File: src/rtl/lsu_data_port_if.sv
// Core request/response and data-memory port bundle for the load/store unit.
// The slave modport is the LSU's view; master is the core plus memory side.
interface lsu_data_port_if;
  logic        req_valid_i;
  logic        req_ready_o;
  logic        req_we_i;
  logic [2:0]  req_funct3_i;
  logic [31:0] req_addr_i;
  logic [31:0] req_wdata_i;
  logic        rsp_valid_o;
  logic        rsp_ready_i;
  logic [31:0] rsp_rdata_o;
  logic        rsp_err_o;
  logic [31:0] mem_data_addr_o;
  logic [31:0] mem_data_wdata_o;
  logic [31:0] mem_data_rdata_i;
  logic        mem_write_o;

  modport slave (
    input  req_valid_i, req_we_i, req_funct3_i, req_addr_i, req_wdata_i,
    input  rsp_ready_i, mem_data_rdata_i,
    output req_ready_o, rsp_valid_o, rsp_rdata_o, rsp_err_o,
    output mem_data_addr_o, mem_data_wdata_o, mem_write_o
  );

  modport master (
    output req_valid_i, req_we_i, req_funct3_i, req_addr_i, req_wdata_i,
    output rsp_ready_i, mem_data_rdata_i,
    input  req_ready_o, rsp_valid_o, rsp_rdata_o, rsp_err_o,
    input  mem_data_addr_o, mem_data_wdata_o, mem_write_o
  );
endinterface

File: src/rtl/lsu_data_port.sv
// RV32 load/store unit on the data port of a word-wide memory: one request at a
// time, sub-word stores done as read-modify-write.
`ifndef MEM_SIZE
`define MEM_SIZE 4096
`endif

module lsu_data_port #(
  parameter int unsigned MEM_SIZE = `MEM_SIZE
) (
  input logic             clk_i,
  input logic             rst_i,
  lsu_data_port_if.slave  bus
);

  typedef enum logic [1:0] {IDLE, READ, WRITE, RESP} state_t;

  state_t      state_q, state_d;
  logic [31:0] addr_q;
  logic [2:0]  funct3_q;
  logic        we_q;
  logic [31:0] wdata_q;
  logic [31:0] rdata_q;
  logic        err_q;

  logic        accept;
  logic        req_err;
  logic        bad_f3;
  logic        misaligned;
  logic        out_of_range;
  logic [32:0] last_byte;
  logic [31:0] wr_word;
  logic [31:0] ld_word;
  logic [7:0]  ld_byte;
  logic [15:0] ld_half;

  assign accept = bus.req_valid_i && bus.req_ready_o;

  // Request checks work on the live inputs; only the verdict is latched.
  always_comb begin
    if (bus.req_we_i)
      bad_f3 = bus.req_funct3_i[2] || (bus.req_funct3_i == 3'b011);
    else
      bad_f3 = (bus.req_funct3_i == 3'b011) || (bus.req_funct3_i == 3'b110) ||
               (bus.req_funct3_i == 3'b111);
    misaligned = ((bus.req_funct3_i[1:0] == 2'b01) && bus.req_addr_i[0]) ||
                 ((bus.req_funct3_i[1:0] == 2'b10) && (bus.req_addr_i[1:0] != 2'b00));
    last_byte    = {1'b0, bus.req_addr_i[31:2], 2'b00} + 33'd3;
    out_of_range = last_byte >= 33'(MEM_SIZE);
    req_err      = bad_f3 || misaligned || out_of_range;
  end

  always_comb begin
    ld_byte = rdata_q[{addr_q[1:0], 3'b000} +: 8];
    ld_half = rdata_q[{addr_q[1], 4'b0000} +: 16];
    case (funct3_q)
      3'b000:  ld_word = {{24{ld_byte[7]}}, ld_byte};
      3'b001:  ld_word = {{16{ld_half[15]}}, ld_half};
      3'b010:  ld_word = rdata_q;
      3'b100:  ld_word = {24'h0, ld_byte};
      3'b101:  ld_word = {16'h0, ld_half};
      default: ld_word = '0;
    endcase
  end

  // Sub-word stores merge new data into the word captured in READ.
  always_comb begin
    wr_word = rdata_q;
    case (funct3_q[1:0])
      2'b00:   wr_word[{addr_q[1:0], 3'b000} +: 8] = wdata_q[7:0];
      2'b01:   wr_word[{addr_q[1], 4'b0000} +: 16] = wdata_q[15:0];
      default: wr_word = wdata_q;
    endcase
  end

  always_comb begin
    state_d              = state_q;
    bus.req_ready_o      = (state_q == IDLE) && !rst_i;
    bus.rsp_valid_o      = 1'b0;
    bus.rsp_rdata_o      = '0;
    bus.rsp_err_o        = 1'b0;
    bus.mem_write_o      = 1'b0;
    bus.mem_data_wdata_o = '0;
    bus.mem_data_addr_o  = {addr_q[31:2], 2'b00};
    case (state_q)
      IDLE: begin
        if (accept) begin
          if (req_err)
            state_d = RESP;
          else if (bus.req_we_i && (bus.req_funct3_i[1:0] == 2'b10))
            state_d = WRITE;
          else
            state_d = READ;
        end
      end
      READ:  state_d = we_q ? WRITE : RESP;
      WRITE: begin
        bus.mem_write_o      = !rst_i;
        bus.mem_data_wdata_o = rst_i ? '0 : wr_word;
        state_d              = RESP;
      end
      RESP: begin
        bus.rsp_valid_o = 1'b1;
        bus.rsp_err_o   = err_q;
        bus.rsp_rdata_o = (err_q || we_q) ? '0 : ld_word;
        if (bus.rsp_ready_i)
          state_d = IDLE;
      end
      default: state_d = IDLE;
    endcase
  end

  always_ff @(posedge clk_i) begin
    if (rst_i) begin
      state_q  <= IDLE;
      addr_q   <= '0;
      funct3_q <= '0;
      we_q     <= 1'b0;
      wdata_q  <= '0;
      rdata_q  <= '0;
      err_q    <= 1'b0;
    end else begin
      state_q <= state_d;
      if (accept) begin
        addr_q   <= bus.req_addr_i;
        funct3_q <= bus.req_funct3_i;
        we_q     <= bus.req_we_i;
        wdata_q  <= bus.req_wdata_i;
        err_q    <= req_err;
      end
      if (state_q == READ)
        rdata_q <= bus.mem_data_rdata_i;
    end
  end

endmodule

File: src/flat_wrapper.sv
// flat-port wrapper written by rule: the top's interface ports become plain ports
module lsu_data_port_flat 
#(
  parameter int unsigned MEM_SIZE = `MEM_SIZE
)
  (clk_i, rst_i, bus_req_valid_i, bus_req_we_i, bus_req_funct3_i, bus_req_addr_i, bus_req_wdata_i, bus_rsp_ready_i, bus_mem_data_rdata_i, bus_req_ready_o, bus_rsp_valid_o, bus_rsp_rdata_o, bus_rsp_err_o, bus_mem_data_addr_o, bus_mem_data_wdata_o, bus_mem_write_o);
  lsu_data_port_if bus_i ();
  input logic clk_i;
  input logic rst_i;
  input wire logic [$bits(bus_i.req_valid_i)-1:0] bus_req_valid_i;
  input wire logic [$bits(bus_i.req_we_i)-1:0] bus_req_we_i;
  input wire logic [$bits(bus_i.req_funct3_i)-1:0] bus_req_funct3_i;
  input wire logic [$bits(bus_i.req_addr_i)-1:0] bus_req_addr_i;
  input wire logic [$bits(bus_i.req_wdata_i)-1:0] bus_req_wdata_i;
  input wire logic [$bits(bus_i.rsp_ready_i)-1:0] bus_rsp_ready_i;
  input wire logic [$bits(bus_i.mem_data_rdata_i)-1:0] bus_mem_data_rdata_i;
  output wire logic [$bits(bus_i.req_ready_o)-1:0] bus_req_ready_o;
  output wire logic [$bits(bus_i.rsp_valid_o)-1:0] bus_rsp_valid_o;
  output wire logic [$bits(bus_i.rsp_rdata_o)-1:0] bus_rsp_rdata_o;
  output wire logic [$bits(bus_i.rsp_err_o)-1:0] bus_rsp_err_o;
  output wire logic [$bits(bus_i.mem_data_addr_o)-1:0] bus_mem_data_addr_o;
  output wire logic [$bits(bus_i.mem_data_wdata_o)-1:0] bus_mem_data_wdata_o;
  output wire logic [$bits(bus_i.mem_write_o)-1:0] bus_mem_write_o;
  assign bus_i.req_valid_i = bus_req_valid_i;
  assign bus_i.req_we_i = bus_req_we_i;
  assign bus_i.req_funct3_i = bus_req_funct3_i;
  assign bus_i.req_addr_i = bus_req_addr_i;
  assign bus_i.req_wdata_i = bus_req_wdata_i;
  assign bus_i.rsp_ready_i = bus_rsp_ready_i;
  assign bus_i.mem_data_rdata_i = bus_mem_data_rdata_i;
  assign bus_req_ready_o = bus_i.req_ready_o;
  assign bus_rsp_valid_o = bus_i.rsp_valid_o;
  assign bus_rsp_rdata_o = bus_i.rsp_rdata_o;
  assign bus_rsp_err_o = bus_i.rsp_err_o;
  assign bus_mem_data_addr_o = bus_i.mem_data_addr_o;
  assign bus_mem_data_wdata_o = bus_i.mem_data_wdata_o;
  assign bus_mem_write_o = bus_i.mem_write_o;
  lsu_data_port #(.MEM_SIZE(MEM_SIZE)) u_core (.clk_i(clk_i), .rst_i(rst_i), .bus(bus_i));
endmodule
File: config.mk
export PLATFORM = sky130hd
export DESIGN_NAME = lsu_data_port_flat
export DESIGN_NICKNAME = d
export VERILOG_FILES = /design/src/rtl/lsu_data_port_if.sv /design/src/rtl/lsu_data_port.sv /design/src/flat_wrapper.sv
export SDC_FILE = /design/constraint.sdc
export NUM_CORES = 1
export LEC_CHECK = 0
export CORE_ASPECT_RATIO = 1.25
export CORE_MARGIN = 4
export CORE_UTILIZATION = 46
export DETAILED_ROUTE_END_ITERATION = 8
export GPL_ROUTABILITY_DRIVEN = 0
export PLACE_DENSITY = 0.81
export SLEW_MARGIN = 10
export SYNTH_ARGS = -nofsm -noshare
export SYNTH_HDL_FRONTEND = slang
export SYNTH_SLANG_ARGS = --single-unit
export TNS_END_PERCENT = 1
File: constraint.sdc
create_clock -name clk_i -period 2.44 [get_ports clk_i]
set_input_delay 0.488 -clock clk_i [delete_from_list [all_inputs] [get_ports clk_i]]
set_output_delay 0.488 -clock clk_i [all_outputs]
set_load 0.02 [all_outputs]
Yosys cells after proc, flatten, opt, wreduce, memory -nomap -nowiden
Index checks and enable logic that the tools add are counted.
Cells by class
  add/subtract/negate cells: 3
  $lt $le $gt $ge: 1
  equal/unequal tests: 15
  shift operators: 6
  muxes and demuxes: 18
  reductions and logical operators: 18
Operator list (number)
  $pmux 32 s5: 1
  $mux 32: 4
  $bwmux 32: 2
  $pmux 32 s2: 1
  $add 32x2->33 const B: 1
  $ge 33x13->1 const B: 1
  $shift 16x7->32 const A: 1
  $shift 8x7->32 const A: 1
  $shiftx 16x7->32: 1
  $shiftx 32x6->16: 1
  $shiftx 32x6->8: 1
  $shiftx 8x7->32: 1
  $neg 5->7: 2
  $eq 3x3->1 const B: 4
  $mux 2: 4
  $pmux 2 s4: 1
  $logic_or 1x1->1: 7
  $eq 2x1->1 const B: 3
  $eq 2x2->1 const B: 3
  $eq 3x2->1 const B: 2
  $logic_and 1x1->1: 5
  $mux 1: 5
  $logic_not 2->1: 2
  $eq 3x1->1 const B: 1
  6 further kinds: 6
Word-level totals
  register bits: 103
  input bits: 104
  output and inout port bits: 100

Logic depth before layout (Yosys ltp)
  depth after elaboration: 9
  gate-level depth with buffers: 9
  mapped depth without buffers: 6

Least setup slack after synthesis
OpenSTA, ideal clock, no wires.
  path type: flip-flop to output port
  start point: reg u_core.addr_q[0]
  end point: out bus_mem_data_wdata_o[24]
  data arrival time: 2.059 ns
  data required time: 1.952 ns
  path slack: -0.107 ns
  cell stages (with the launch flop): 9
  buffers on the path: 2
  cell sequence: dfxtp_1 -> buf_4 -> inv_1 -> ha_1 -> and4bb_2 -> clkbuf_2 -> a221oi_1 -> a211o_1 -> a21oi_1
Between the ends
  word-level cells in the longest chain between the ends: 6
  elaborated cells between the ends (all ways): 7
  those cells by class: 1 x add/sub; 2 x shift; 4 x mux
RTL lines
  start: declaration: line lsu_data_port.sv:18  | logic [31:0] addr_q;
  start signal: assignment: line lsu_data_port.sv:124  | addr_q <= bus.req_addr_i;
  $neg 5->7 (*): line lsu_data_port.sv:69  | 2'b00: wr_word[{addr_q[1:0], 3'b000} +: 8] = wdata_q[7:0];
  $shiftx 8x7->32 / $shift 8x7->32 (equally long branches): line lsu_data_port.sv:69
  $bwmux 32 (*): line lsu_data_port.sv:69
  $pmux 32 s2 (*): line lsu_data_port.sv:68  | case (funct3_q[1:0])
  $mux 32 (*): line lsu_data_port.sv:98  | bus.mem_data_wdata_o = rst_i ? '0 : wr_word;
  $mux 32 (*): line lsu_data_port.sv:84  | case (state_q)
  end: declaration: line flat_wrapper.sv:22  | output wire logic [$bits(bus_i.mem_data_wdata_o)-1:0] bus_mem_data_wdata_o;
Mark *: on every way between the ends. The rest lies on a longest branch, timed or not.

Worst setup path in the final report
  start point: reg u_core.addr_q[0]
  end point: out bus_mem_data_wdata_o[30]
The elaborated chain is that of the path after synthesis.

==> impl_results.md <==
* Status: finished, violations left
* Violated checks: setup timing
* Clock skew at 0.004292 ns
* Yosys top cell area share at 34.75%
* Area after DPL at 8139 um2
* First-pass GRT wire length at 30900 um
* Hold path cells at 2
* Post-synth ARST share at 0%
* Core region area at 12660 um2
* Synth Register Bits at 103
* Synth cell types at 51
* Antenna-violating nets left at 0
* CTS Hold Buffers Added at 0
* Complex-gate fraction of the synthesized area at 22.60%
* Worst-path clk slew at 0.07 ns
* Synth Warn # at 0
* Pint at 4.677 mW
* Clk Tree Root Cell: clkbuf_16
* Antenna diodes at 0
* Reg-to-reg endpoint: u_core.wdata_q[12]
* Final worst path period need at 2.655 ns
* R2R depth at 7
* Commonest cells in the netlist: 170 x nand2_1, 103 x dfxtp_1, 69 x o21ai_0
* IO Port Bufs at 201
* RSZ-0062 raised after global routing: true
* Share of cells above drive strength 1 at 21.90%
* Logic pwr share at 44.3%
* Largest cells by area after synthesis: dfxtp_1 35%, nand2_1 11%, mux2i_1 8.6%, o21ai_0 5.8%, buf_4 5.1%
* H-tree depth at 3
* Max Slew Vio Count at 0
* Most common cell in the netlist: nand2_1
* CTS tree: yes
* Cell taking the most area after synthesis: dfxtp_1
* HP Class: reg2reg
* Worst r2r src: u_core.state_q[1]
* Die Y at 135.0 um
* Post-Synthesis Cells at 755
* Max Cap Viol at 0
* Mux contribution to synthesized area at 10.88%
* Avg Vias per Cell at 5.679
* Vias in the first global route at 5988
* Total number of vias at 6321
* Adder-cell share of the synthesized area at 2.108%
* Num CTS Buffers at 9
* NetSw at 2.828 mW
* DRT iter0 DRCs at 495
* Area Overhead vs Synth at 44.15%
* Cell Pwr Density at 877.3 nW/um2
* Io pins at 204
* GR Overflow Total at 0
* CTS Sinks at 103
* Worst Tran Pin Value at 0.7258 ns
* Clk_lat worst skew at 0.34 ns
* Worst Hold Endpoint: u_core.addr_q[16]
* Switching Share at 37.68%
* Register area share after synthesis at 34.75%
* Critical Path RT at 1.95 ns
* Critical Path AT at 2.17 ns
* Slew Limit Headroom at 51.61%
* Max VDD drop at 0.4874 mV
* Setup violators final at 28
* Simple logic cell fraction of the synthesized area at 19.54%
* Worst-path fanout max at 7
* CP Capture Type: output port
* Maximum clock insertion buffer count at 2
* Avg Cell Area, Syn at 7.860 um2
* Largest net degree at the start of global routing at 69
* Hpwl dp at 14770 um
* Drt pass-1 iters at 5
* Clock network power share at 22.2%
* Final core occ at 67.56%
* Initial antenna violation count at 0
* Post-synth EDFFs at 0
* Fmax at 0.3767 GHz
* DRC at 0
* Hold path start: u_core.addr_q[16]
* CP Class: reg2out
* Row Count at 46
* DIE AREA at 14790 um2
* Lkg Pwr at 3.203 nW
* Nets at 1054
* Wirelength per Cell at 18.34 um
* Post-route cell area at 8554 um2
* Xor/xnor cell area share of the yosys netlist at 0%
* WL final at 20420 um
* Initial Utilization at 46.87%
* Number of failing hold endpoints at the final stage at 0
* Die X-Extent at 109.6 um
* Register share of total power at 33.5%
* CP Launch Type: flip-flop
* Largest family of logic cells by synthesized area: compound AO/OA/AOI/OAI gates
* Reg2reg setup slack at 0.70 ns
* Predominant post-synthesis flop cell: dfxtp_1
* GRT Util Overall at 26.63%
* Final Cycle Share at 108.8%
* Mapped Area at 5934 um2
* Setup WS post-layout at -0.2147 ns
[how the worst max path moves through the flow]
stage,startpoint,cells past startpoint,to,slack (ns)
2_1_floorplan,u_core.addr_q[1],7,bus_mem_data_wdata_o[17],-0.03
3_5_place_dp,u_core.addr_q[1],7,bus_mem_data_wdata_o[29],-0.41
3_3_place_gp,u_core.addr_q[0],7,bus_mem_data_wdata_o[30],-0.36
4_1_cts,u_core.addr_q[0],7,bus_mem_data_wdata_o[11],-0.19
5_1_grt,u_core.addr_q[1],9,bus_mem_data_wdata_o[30],-0.32
6_report,u_core.addr_q[0],7,bus_mem_data_wdata_o[30],-0.21
[metal layers]
layer / track usage [%] / vias up / part of all wire [%]
met5: 0 / - / 0
met1: 32.13 / 2877 / 37
met4: 12.82 / 0 / 4.8
met3: 5.691 / 75 / 10
met2: 44.53 / 364 / 48
li1: - / 3005 / -
[per-stage QoR]
step	hold WS, ns	instances	worst slack, ns	setup TNS [ns]	total power, mW
global route	0.4718	1113	-0.3214	-6.057	7.885
CTS	0.4599	1112	-0.1872	-2.505	7.409
floorplan	0.4356	756	-0.02503	-0.3117	4.475
finish	0.4561	1113	-0.2147	-3.029	7.505
global placement	0.4419	1091	-0.3572	-11.10	5.565
detailed placement	0.4499	1091	-0.4114	-11.84	5.635
[area by class of cell]
type,instances,area [um2]
clock inverters,7,117.6
fillers,1059,4108
repair buffers,264,2412
multi-input cells,552,3473
flip-flops and latches,103,2069
well taps,168,210.2
clock buffers,9,225.2
inverters,10,46.29
[sequential cells by signal (all words and copies together), names as in the netlist]
register and flops:
u_core.we_q 1, u_core.state_q 2, u_core.funct3_q 3, u_core.wdata_q 32
u_core.err_q 1, u_core.addr_q 32, u_core.rdata_q 32
[worst max-delay path, stage by stage (launching register included)]
cell,delay [ns]
dfxtp_2,0.36
inv_4,0.05
ha_1,0.22
and4bb_4,0.44
a221oi_1,0.11
a211o_1,0.31
a21oi_2,0.18
buf_6,0.14
[placed cells by master, fill, tap and decap left out, types with 16 or more instances in the layout]
cell,netlist,layout
dfxtp_1,103,99
a222oi_1,16,16
buf_2,16,33
a21oi_1,46,31
clkdlybuf4s50_1,0,135
buf_4,40,73
o21ai_0,69,69
mux2i_1,51,50
nor2_1,59,59
nand2_1,170,170
[power groups by stage]
stage	logic, mW	clock network, mW	registers (mW)
2_1_floorplan	2.14	0	2.33
3_3_place_gp	3.08	0	2.49
3_5_place_dp	3.14	0	2.50
4_1_cts	3.24	1.69	2.47
5_1_grt	3.58	1.76	2.54
6_report	3.32	1.67	2.51
[repair_timing]
| item | CTS | global route |
|---|---|---|
| endpoints found under the setup margin | 66 | 59 |
| gates cloned | 1 | 0 |
| gates resized for setup | 313 | 26 |
| endpoints found under the hold margin | 0 | 0 |
| buffers inserted | 4 | 1 |
| pin swaps | 19 | 16 |
[cell families (layout without fill, tap and decap cells)]
logic type	after synthesis	in the layout
adders and majority gates	10	10
other	1	2
muxes	63	63
and+or+nand+nor	273	273
AOI/OAI and AO/OA	204	204
buffers and inverters	101	290
DFF	103	103
(Power assumes the default switching activity.)
